[config.mk]
export PLATFORM = sky130hd
export DESIGN_NAME = bram_port_arbiter
export DESIGN_NICKNAME = d
export VERILOG_FILES = /design/src/rtl/bram_port_arbiter.sv
export SDC_FILE = /design/constraint.sdc
export NUM_CORES = 1
export LEC_CHECK = 0
export BUFFER_PORTS_ARGS = -buffer_cell sky130_fd_sc_hd__buf_4
export CAP_MARGIN = 20
export CELL_PAD_IN_SITES_DETAIL_PLACEMENT = 1
export CELL_PAD_IN_SITES_GLOBAL_PLACEMENT = 1
export CORE_ASPECT_RATIO = 1.1
export CORE_UTILIZATION = 24
export DETAILED_ROUTE_END_ITERATION = 10
export PLACE_DENSITY_LB_ADDON = 0.15
export SYNTH_ARGS = -nofsm -noshare
export SYNTH_HDL_FRONTEND = slang
export SYNTH_SLANG_ARGS = --single-unit
[constraint.sdc]
create_clock -name clk -period 3.1 [get_ports clk]
set_clock_uncertainty 0.1 [all_clocks]
set_input_delay 0.93 -clock clk [delete_from_list [all_inputs] [get_ports clk]]
set_output_delay 0.93 -clock clk [all_outputs]
set_load 0.1 [all_outputs]
[src/rtl/bram_port_arbiter.sv]
// bram_port_arbiter: shares one single-port BRAM between the UART host path
// and the CNN accelerator. Round-robin on ties, bounded bursts while the other
// side waits, and one-cycle read data routed back to whoever issued the read.
module bram_port_arbiter #(
  parameter int ADDR_W    = 8,
  parameter int DATA_W    = 8,
  parameter int MAX_BURST = 16
) (
  input  logic              clk,
  input  logic              reset,
  // host command path
  input  logic              h_req,
  input  logic              h_we,
  input  logic [ADDR_W-1:0] h_addr,
  input  logic [DATA_W-1:0] h_wdata,
  output logic              h_gnt,
  output logic              h_rvalid,
  output logic [DATA_W-1:0] h_rdata,
  // accelerator engine
  input  logic              a_req,
  input  logic              a_we,
  input  logic [ADDR_W-1:0] a_addr,
  input  logic [DATA_W-1:0] a_wdata,
  output logic              a_gnt,
  output logic              a_rvalid,
  output logic [DATA_W-1:0] a_rdata,
  // BRAM primitive
  output logic              bram_en,
  output logic              bram_we,
  output logic [ADDR_W-1:0] bram_addr,
  output logic [DATA_W-1:0] bram_wdata,
  input  logic [DATA_W-1:0] bram_rdata
);

  localparam int CNT_W = $clog2(MAX_BURST + 1);
  localparam logic [CNT_W-1:0] CNT_MAX = CNT_W'(MAX_BURST);
  localparam logic [CNT_W-1:0] CNT_ONE = CNT_W'(1);

  localparam logic [1:0] OWN_IDLE = 2'd0;
  localparam logic [1:0] OWN_HOST = 2'd1;
  localparam logic [1:0] OWN_ACC  = 2'd2;

  // Port index: 0 = host, 1 = accelerator
  localparam logic PORT_HOST = 1'b0;
  localparam logic PORT_ACC  = 1'b1;

  logic [1:0]       owner_reg, owner_next;
  logic             last_reg, last_next;
  logic [CNT_W-1:0] count_reg, count_next;
  logic             rd_pend_reg, rd_tag_reg;

  logic             gnt_any;
  logic             gnt_port;
  logic             gnt_live;
  logic             cur_port;
  logic             cur_req;
  logic             oth_req;
  logic             sel_we;
  logic [ADDR_W-1:0] sel_addr;
  logic [DATA_W-1:0] sel_wdata;
  logic [1:0]       gnt_vec;
  logic [1:0]       rvalid_vec;

  // Pick at most one port this cycle from the owner/last/count state and live requests
  always_comb begin
    gnt_any  = 1'b0;
    gnt_port = PORT_HOST;
    cur_port = (owner_reg == OWN_ACC);
    cur_req  = cur_port ? a_req : h_req;
    oth_req  = cur_port ? h_req : a_req;
    if (owner_reg == OWN_IDLE) begin
      if (h_req && a_req) begin
        gnt_any  = 1'b1;
        gnt_port = ~last_reg;
      end else if (h_req || a_req) begin
        gnt_any  = 1'b1;
        gnt_port = a_req;
      end
    end else if (cur_req) begin
      // Owner keeps going until its burst is used up; only a waiting peer can take over
      gnt_any  = 1'b1;
      gnt_port = (count_reg == CNT_MAX && oth_req) ? ~cur_port : cur_port;
    end else if (oth_req) begin
      gnt_any  = 1'b1;
      gnt_port = ~cur_port;
    end
  end

  // Next owner/last/burst count; a burst that hits the limit with no contender restarts at 1
  always_comb begin
    owner_next = OWN_IDLE;
    last_next  = last_reg;
    count_next = '0;
    if (gnt_any) begin
      owner_next = gnt_port ? OWN_ACC : OWN_HOST;
      last_next  = gnt_port;
      if (owner_reg != OWN_IDLE && gnt_port == cur_port && count_reg != CNT_MAX)
        count_next = count_reg + 1'b1;
      else
        count_next = CNT_ONE;
    end
  end

  // Arbitration state and the read-return tag for the following cycle
  always_ff @(posedge clk or posedge reset) begin
    if (reset) begin
      owner_reg   <= OWN_IDLE;
      last_reg    <= PORT_ACC;
      count_reg   <= '0;
      rd_pend_reg <= 1'b0;
      rd_tag_reg  <= PORT_HOST;
    end else begin
      owner_reg   <= owner_next;
      last_reg    <= last_next;
      count_reg   <= count_next;
      rd_pend_reg <= gnt_any & ~sel_we;
      rd_tag_reg  <= gnt_port;
    end
  end

  // Reset forces the combinational grant low even though the requests may still be high
  assign gnt_live  = gnt_any & ~reset;

  assign sel_we    = gnt_port ? a_we    : h_we;
  assign sel_addr  = gnt_port ? a_addr  : h_addr;
  assign sel_wdata = gnt_port ? a_wdata : h_wdata;

  assign bram_en    = gnt_live;
  assign bram_we    = gnt_live & sel_we;
  assign bram_addr  = gnt_live ? sel_addr  : '0;
  assign bram_wdata = gnt_live ? sel_wdata : '0;

  genvar gi;
  generate
    for (gi = 0; gi < 2; gi++) begin : g_port
      assign gnt_vec[gi]    = gnt_live && (gnt_port == 1'(gi));
      assign rvalid_vec[gi] = rd_pend_reg && (rd_tag_reg == 1'(gi));
    end
  endgenerate

  assign h_gnt    = gnt_vec[0];
  assign a_gnt    = gnt_vec[1];
  assign h_rvalid = rvalid_vec[0];
  assign a_rvalid = rvalid_vec[1];

  // Read data goes to both ports unqualified; rvalid tells each side whether it is theirs
  assign h_rdata = bram_rdata;
  assign a_rdata = bram_rdata;

endmodule
* Word level (Yosys, flattened, before mapping) *
Cells that the tools add are included.

storage, ports and cells
  input port bits = 46
  flip-flop bits (word level) = 10
  output and inout port bits = 38

operators by class
  bitwise logic cells = 9
  reduce and logical (&&, ||, !) cells = 11
  multiplexer cells = 22
  add/subtract/negate cells = 1
  equal/unequal tests = 4

operators by type and width
  cell                                                           count
  8-bit 2-to-1 mux                                               4
  1-bit 2-to-1 mux                                               14
  5-bit 2-to-1 mux                                               2
  1-bit logical AND                                              8
  1-bit NOT                                                      6
  5-bit by 1-bit adder with 5-bit output, second input constant  1
  5-bit equality test, second input constant                     1
  5-bit != test, second input constant                           1
  2-bit 2-to-1 mux                                               2
  1-bit AND                                                      3
  2-bit equality test, second input constant                     1
  2-bit logical NOT                                              1
  2-bit nonzero test                                             1
  1-bit equality test                                            1
  1-bit logical OR                                               1

* Depth between registers and ports, before layout *
Gate-level depths: netlist of the first run.

  word-level depth = 11
  depth in mapped cells = 7
  depth with buffers taken out = 6

* Worst setup path before layout of the first run *
No wires, ideal clock.

  path kind = input to output
  start = in h_req
  end = out bram_we
  path buffers = 0
  arrival time = 4.043 ns
  required time = 2.070 ns
  cell stages on the path = 4
  path slack = -1.973 ns
  cell sequence = nor2_1 > nor2_1 > nand2_1 > mux2i_1

RTL lines
  element                                                      line    text
  start, declared                                              12      input logic h_req,
  1-bit 2-to-1 mux / 1-bit logical OR (equally long branches)  70, 75
  1-bit 2-to-1 mux (on tied branches)                          83, 75
  1-bit 2-to-1 mux (on tied branches)                          79, 72
  1-bit 2-to-1 mux (*)                                         71      if (owner_reg == OWN_IDLE) begin
  1-bit AND (*)                                                122     assign gnt_live = gnt_any & ~reset;
  via bram_en                                                  28      output logic bram_en,
  1-bit AND (*)                                                129     assign bram_we = gnt_live & sel_we;
  end, declared                                                29      output logic bram_we,

Mark *: on every way through the listed nets, which the timed path passes. The rest lies on a longest branch.

* Worst setup path in the final report of the first run *
  start = reg count_reg[1]
  end = out bram_wdata[4]

on the way
  longest elaborated chain between the ends = 7

RTL lines
  element                 line  text
  start, declared         49    logic [CNT_W-1:0] count_reg, count_next;
  start signal, assigned  115   count_reg <= count_next;
  5-bit equality test     82    gnt_port = (count_reg == CNT_MAX && oth_req) ? ~cur_port : cur_port;
  1-bit logical AND       82
  1-bit 2-to-1 mux        82
  1-bit 2-to-1 mux        79    end else if (cur_req) begin
  1-bit 2-to-1 mux        71
  8-bit 2-to-1 mux        126   assign sel_wdata = gnt_port ? a_wdata : h_wdata;
  8-bit 2-to-1 mux        131   assign bram_wdata = gnt_live ? sel_wdata : '0;
  end, declared           31    output logic [DATA_W-1:0] bram_wdata,

Every way passes these cells.

==> impl_metrics.toml, run 1 <==
[timing]
setup_tns_ns = -0.6974
rsz0062_at_grt = "yes"
min_period_over_period_pct = 101.7
setup_viol = 16
layout_min_cycle_time_ns = 3.153
clock.fmax_mhz = 317.2
drv_slew = 0
finalWorstSetupSlack_ns = -0.05287
relSlewSlack_pct = 78.40
final_hold_viol_count = 0
worst_slew_pin_slew_ns = 0.3211

[synth]
avgSynthCellArea_sq_um = 9.924
netlist_instances = 88
seq_area_frac_synth_pct = 28.80
ys.flop_type = "dfrtp_1"
synth.distinct_cells = 28
synthesis.area_sq_um = 873.3
synthSimpleGateAreaFrac_pct = 17.91
synth_edf_count = 0
synth_xor_area_share_pct = 3.009
syn_nets = 136
synthAdderAreaFrac_pct = 2.865
synth.area.mux_share_pct = 2.436
synth.top_cell.area_share_pct = 25.79
synth_compound_area_share_pct = 26.93
synth_commonest_cells = "16 x a22o_1, 16 x buf_4, 10 x nor2_1"
ys_async_sr_fraction_pct = 100.0
synth_top_family_by_area = "compound AO/OA/AOI/OAI gates"
synth_top_area_cell = "dfrtp_1"
synth_area_leaders = "dfrtp_1 26%, a22o_1 16%, buf_4 14%, nor2_1 4.3%, a2111oi_4 3.2%"
ys_ff_latch = 10
yosys_warnings = 0

[finish]
fin_nets = 198
largest_reg_flops = 5
seqCellArea_sq_um = 251.5
drive_gt1_share_pct = 75.17
final_cells = 197
n_fill_cell = 396
final_core_util_pct = 53.04
num_antenna_cells = 0
multi_input_area_sq_um = 643.1
syn_to_final_growth_pct = 107.3

[floorplan]
die-area_sq_um = 3885
start_util_pct = 25.59
io_pins = 84
fp.dieW_um = 59.52
row_count = 22
core-area_sq_um = 3413
dieHeight_um = 65.27

[grt]
grt_use_met2_pct = 33.43
antenna_found_initial = 0
grt_max_degree = 18
track_usage_pct = 15.75
grt_overflow_total = 0
gr-max-usage-layer = "met2"
grt_pass1_wl_um = 4657
met1_usage_pct = 15.05
grt_pass1_vias = 1051
use_met3_pct = 3.543

[drt]
via_per_inst = 4.584
antenna_left = 0
drc = 0
vias = 903
routed_wirelength_um = 2950
drt_iter0_markers = 26
first_pass_iters = 4
wl_per_cell_um = 14.97

[worst_setup_path]
worstSetupStartpointType = "register"
critPathCaptureType = "primary output"
arrival_ns = 2.12
cpPeakStageDelay_ns = 0.40
cp_top_family = "simple AND/OR/NAND/NOR gates"
path_class = "reg2out"
crit_buf_inv = 3
cp_cell_sequence = "inv_1, ha_2, and4bb_4, and3_2, nor3_4, buf_12, a22o_4, buf_12"
crit_path_top_delay_cell = "dfrtp_1"
required_ns = 2.07
critPathMaxFanout = 17
crit_top_cell = "buf_12"

[pwr]
p_leak_nw = 0.8496
finalPower_uw = 658.1
ir_drop_mv = 0.2090
p_per_area_nw_per_um2 = 363.5

[job]
drv_cap = 0

[clocking]
cts_sinks = 10
htreeDepth = 1
cts_tree = "done"
clock_path_buffers = 2
cts_buffers = 3
clk_latency_ns = 0.26
ctsRootBufferMaster = "clkbuf_4"
clkTransAtPathRegs_ns = 0.07

[placement]
hpwl_um = 2271
io_buffers = 59
gp_congestion = 0.7612
dp.cells = 189
dp_slack_ns = -0.1134

[worst_hold_path]
hold_class = "reg2reg"

[outcome]
outcome = "complete, but fails checks"
violations = "setup timing"
[area by class of cell]
class | instances | share of cell area [%]
clock buffer | 4 | 1.451
inverter | 4 | 1.037
multi-input combinational | 56 | 35.52
timing repair buffer | 75 | 44.78
tap | 48 | 3.317
sequential | 10 | 13.89
[final timing paths]
| kind | from | end | slack (ns) | cells after the start |
|---|---|---|---|---|
| min in group asynchronous | reset | count_reg[3] | 0.61 | 3 |
| worst max-delay path | count_reg[1] | bram_wdata[4] | -0.05 | 8 |
| worst max register to register | count_reg[1] | rd_pend_reg | 1.12 | 7 |
| worst min-delay path | last_reg | last_reg | 0.42 | 1 |
| max in group asynchronous | reset | last_reg | 2.06 | 3 |
| worst min register to register | last_reg | last_reg | 0.42 | 1 |
[cell usage in the layout, fill, tap and decap left out, drive strengths merged]
cell type | synthesis | final
and3 | 1 | 1
or2 | 1 | 1
nand4bb | 1 | 1
a21o | 1 | 1
dfstp | 1 | 1
a21boi | 1 | 1
nor3 | 1 | 1
a22o | 16 | 16
a2111oi | 1 | 1
mux2 | 1 | 1
mux2i | 1 | 1
clkbuf | 0 | 4
xnor2 | 1 | 1
nand2 | 4 | 4
xor2 | 2 | 2
inv | 4 | 3
and2 | 2 | 2
nor2 | 11 | 11
buf | 18 | 75
nand3 | 2 | 2
o211ai | 1 | 1
nor2b | 3 | 3
a21oi | 1 | 1
ha | 2 | 2
a311oi | 1 | 1
dfrtp | 9 | 9
clkinvlp | 0 | 1
and4bb | 1 | 1
[report_power, final]
group	internal, mW	switching (mW)	total [mW]
clock	0.0495	0.0416	0.0911
combinational	0.172	0.242	0.414
sequential	0.142	0.0105	0.153
total	0.364	0.294	0.658
[per-stage QoR]
stage / hold WS (ns) / area [sq um]
after CTS: 0.4276 / 1780
after global routing: 0.4417 / 1810
after global placement: 0.4132 / 1515
after detailed placement: 0.4168 / 1515
final: 0.4247 / 1810
after floorplan: 0.3711 / 1065
[logic make-up (layout without fill, tap and decap cells)]
kind of cell               after synthesis  after routing
and+or+nand+nor                         27             27
AOI/OAI and AO/OA                       22             22
buffers and inverters                   22             83
DFF                                     10             10
xor gates and xnor gates                 3              3
adders and majority gates                2              2
muxes                                    2              2
[layer usage]
metal / wire length [um] / vias to the layer above / share of wire (%)
li1: - / 419 / -
met1: 929 / 431 / 31
met2: 1715 / 47 / 58
met3: 286 / 6 / 9.7
met4: 19 / 0 / 0.64
met5: 0 / - / 0
[repair_timing]
item / 4_1_cts / 5_1_grt
hold buffers: 0 / 0
resized for setup: 56 / 4
pin swaps: 2 / 1
endpoints found under the hold margin: 0 / 0
cloned: 1 / 0
endpoints found under the setup margin: 19 / 19
setup buffers: 1 / 2
(Power assumes the default switching activity.)
==> run 2: changes to the inputs <==
CTS_CLUSTER_DIAMETER = 120   (was default)
PLACE_DENSITY_LB_ADDON = 0.1   (was 0.15)
==> run 2 against run 1 <==
The flow still finishes with violations (setup timing). Setup slack better by 0.010 ns. Core utilization decreased by 0.73 points. Clock power rose by 28%. Global-route usage down 0.83 points. Non-clock buffer count shrank 4. Critical path depth is the same. Flip-flop and latch count stayed put. Cell area fell by 1.4%. Register-to-register slack improved by 0.08 ns. Combinational power down 1%. Critical endpoint is now bram_wdata[1]. First-iteration DRC count fell by 15%.
==> impl_metrics.toml, run 2 (synthesis gave the netlist of run 1 again) <==
[drt]
via_per_inst = 4.544
first_pass_iters = 2
antenna_left = 0
wl_per_cell_um = 14.05
vias = 877
drc = 0
routed_wirelength_um = 2711
drt_iter0_markers = 22

[timing]
hold_ws_ns = 0.4222
worst_slew_pin_slew_ns = 0.3206
finalWorstSetupSlack_ns = -0.04283
final_hold_viol_count = 0
clock.fmax_mhz = 318.2
relSlewSlack_pct = 78.44
min_period_over_period_pct = 101.4
rsz0062_at_grt = "yes"
layout_min_cycle_time_ns = 3.143
setup_viol = 17
drv_slew = 0

[pwr]
p_leak_nw = 0.8360
p_per_area_nw_per_um2 = 380.2
finalPower_uw = 678.8
ir_drop_mv = 0.2432

[clocking]
ctsRootBufferMaster = "clkbuf_4"
clkTransAtPathRegs_ns = 0.07
cts_buffers = 3
htreeDepth = 1
cts_tree = "done"
cts_sinks = 10
clock_path_buffers = 2
clk_latency_ns = 0.26

[placement]
gp_congestion = 0.7819
hpwl_um = 2111
io_buffers = 59

[worst_setup_path]
arrival_ns = 2.11
path_class = "reg2out"
critPathCaptureType = "primary output"
critPathMaxFanout = 17
worstSetupStartpointType = "register"
required_ns = 2.07

[finish]
largest_reg_flops = 5
fin_nets = 194
num_antenna_cells = 0
drive_gt1_share_pct = 74.48
syn_to_final_growth_pct = 104.4
final_cell_mix = "51 x buf_4, 18 x buf_12, 16 x a22o_4"
n_fill_cell = 375
final_common_cell = "buf_4"

[floorplan]
die-area_sq_um = 3885
core-area_sq_um = 3413
fp.dieW_um = 59.52
dieHeight_um = 65.27
start_util_pct = 25.59
io_pins = 84
row_count = 22

[grt]
grt_overflow_total = 0
grt_max_degree = 18
antenna_found_initial = 0
grt_pass1_vias = 950
grt_pass1_wl_um = 4436
track_usage_pct = 14.92

[worst_hold_path]
hold_class = "reg2reg"

[job]
drv_cap = 0

[outcome]
outcome = "complete, but fails checks"
violations = "setup timing"
-- run 2: cell types whose count changed in the layout (fill, tap and decap cells not counted), sizes merged --
cell,delta
buf,-4
-- run 2: layout make-up --
cell class                 instances  area, sq um  area share [%]
multi-input combinational         56        645.6           36.16
sequential                        10        251.5           14.09
inverter                           4        18.77           1.051
timing repair buffer              71        773.2           43.31
clock buffer                       4        36.28           2.032
tap                               48        60.06           3.364
-- run 2: report_power, final --
group	internal [mW]	total (mW)	leakage (nW)	switching, mW
sequential	0.142	0.152	0.125	0.0101
combinational	0.169	0.409	0.690	0.241
clock	0.0712	0.117	0.0210	0.0459
-- run 2: worst max-delay path: stages (launching register included) --
cell and delay [ns]:
dfrtp_1 0.36, inv_1 0.05, ha_1 0.18, and4bb_4 0.24
a2111oi_4 0.35, a311oi_4 0.09, buf_12 0.19, a22o_4 0.23
buf_12 0.16
-- run 2: final timing paths --
path / startpoint / to / slack (ns) / cells after the start
hold / removal: last_reg / last_reg / 0.42 / 1
max in group asynchronous: reset / last_reg / 2.07 / 3
hold reg to reg: last_reg / last_reg / 0.42 / 1
setup reg to reg: count_reg[1] / rd_pend_reg / 1.20 / 7
setup / recovery: count_reg[1] / bram_wdata[1] / -0.04 / 8
min in group asynchronous: reset / owner_reg[1] / 0.61 / 3
-- run 2: metal layers --
layer	share of wire, %	global-route usage [%]
met1	34	15.00
met2	55	29.92
met3	10	2.165
met4	0.52	5.233
met5	0	0
-- run 2: metrics by stage --
step / cells / utilization, % / worst slack (ns) / setup TNS [ns] / instance area (sq um)
2_1_floorplan: 88 / - / -0.1987 / -1.796 / 1065
3_3_place_gp: 187 / 44.32 / -0.05652 / -0.8787 / 1513
3_5_place_dp: 187 / 44.32 / -0.1132 / -1.784 / 1513
4_1_cts: 192 / 51.72 / -0.08886 / -1.448 / 1765
5_1_grt: 193 / 52.31 / -0.1423 / -2.340 / 1785
6_report: 193 / 52.31 / -0.04283 / -0.6475 / 1785
-- run 2: timing repair --
action	in CTS	in global routing
buffers inserted	1	1
gates cloned	0	0
pin swaps	2	0
hold buffers	0	0
setup endpoints to repair	19	19
resized for setup	51	3
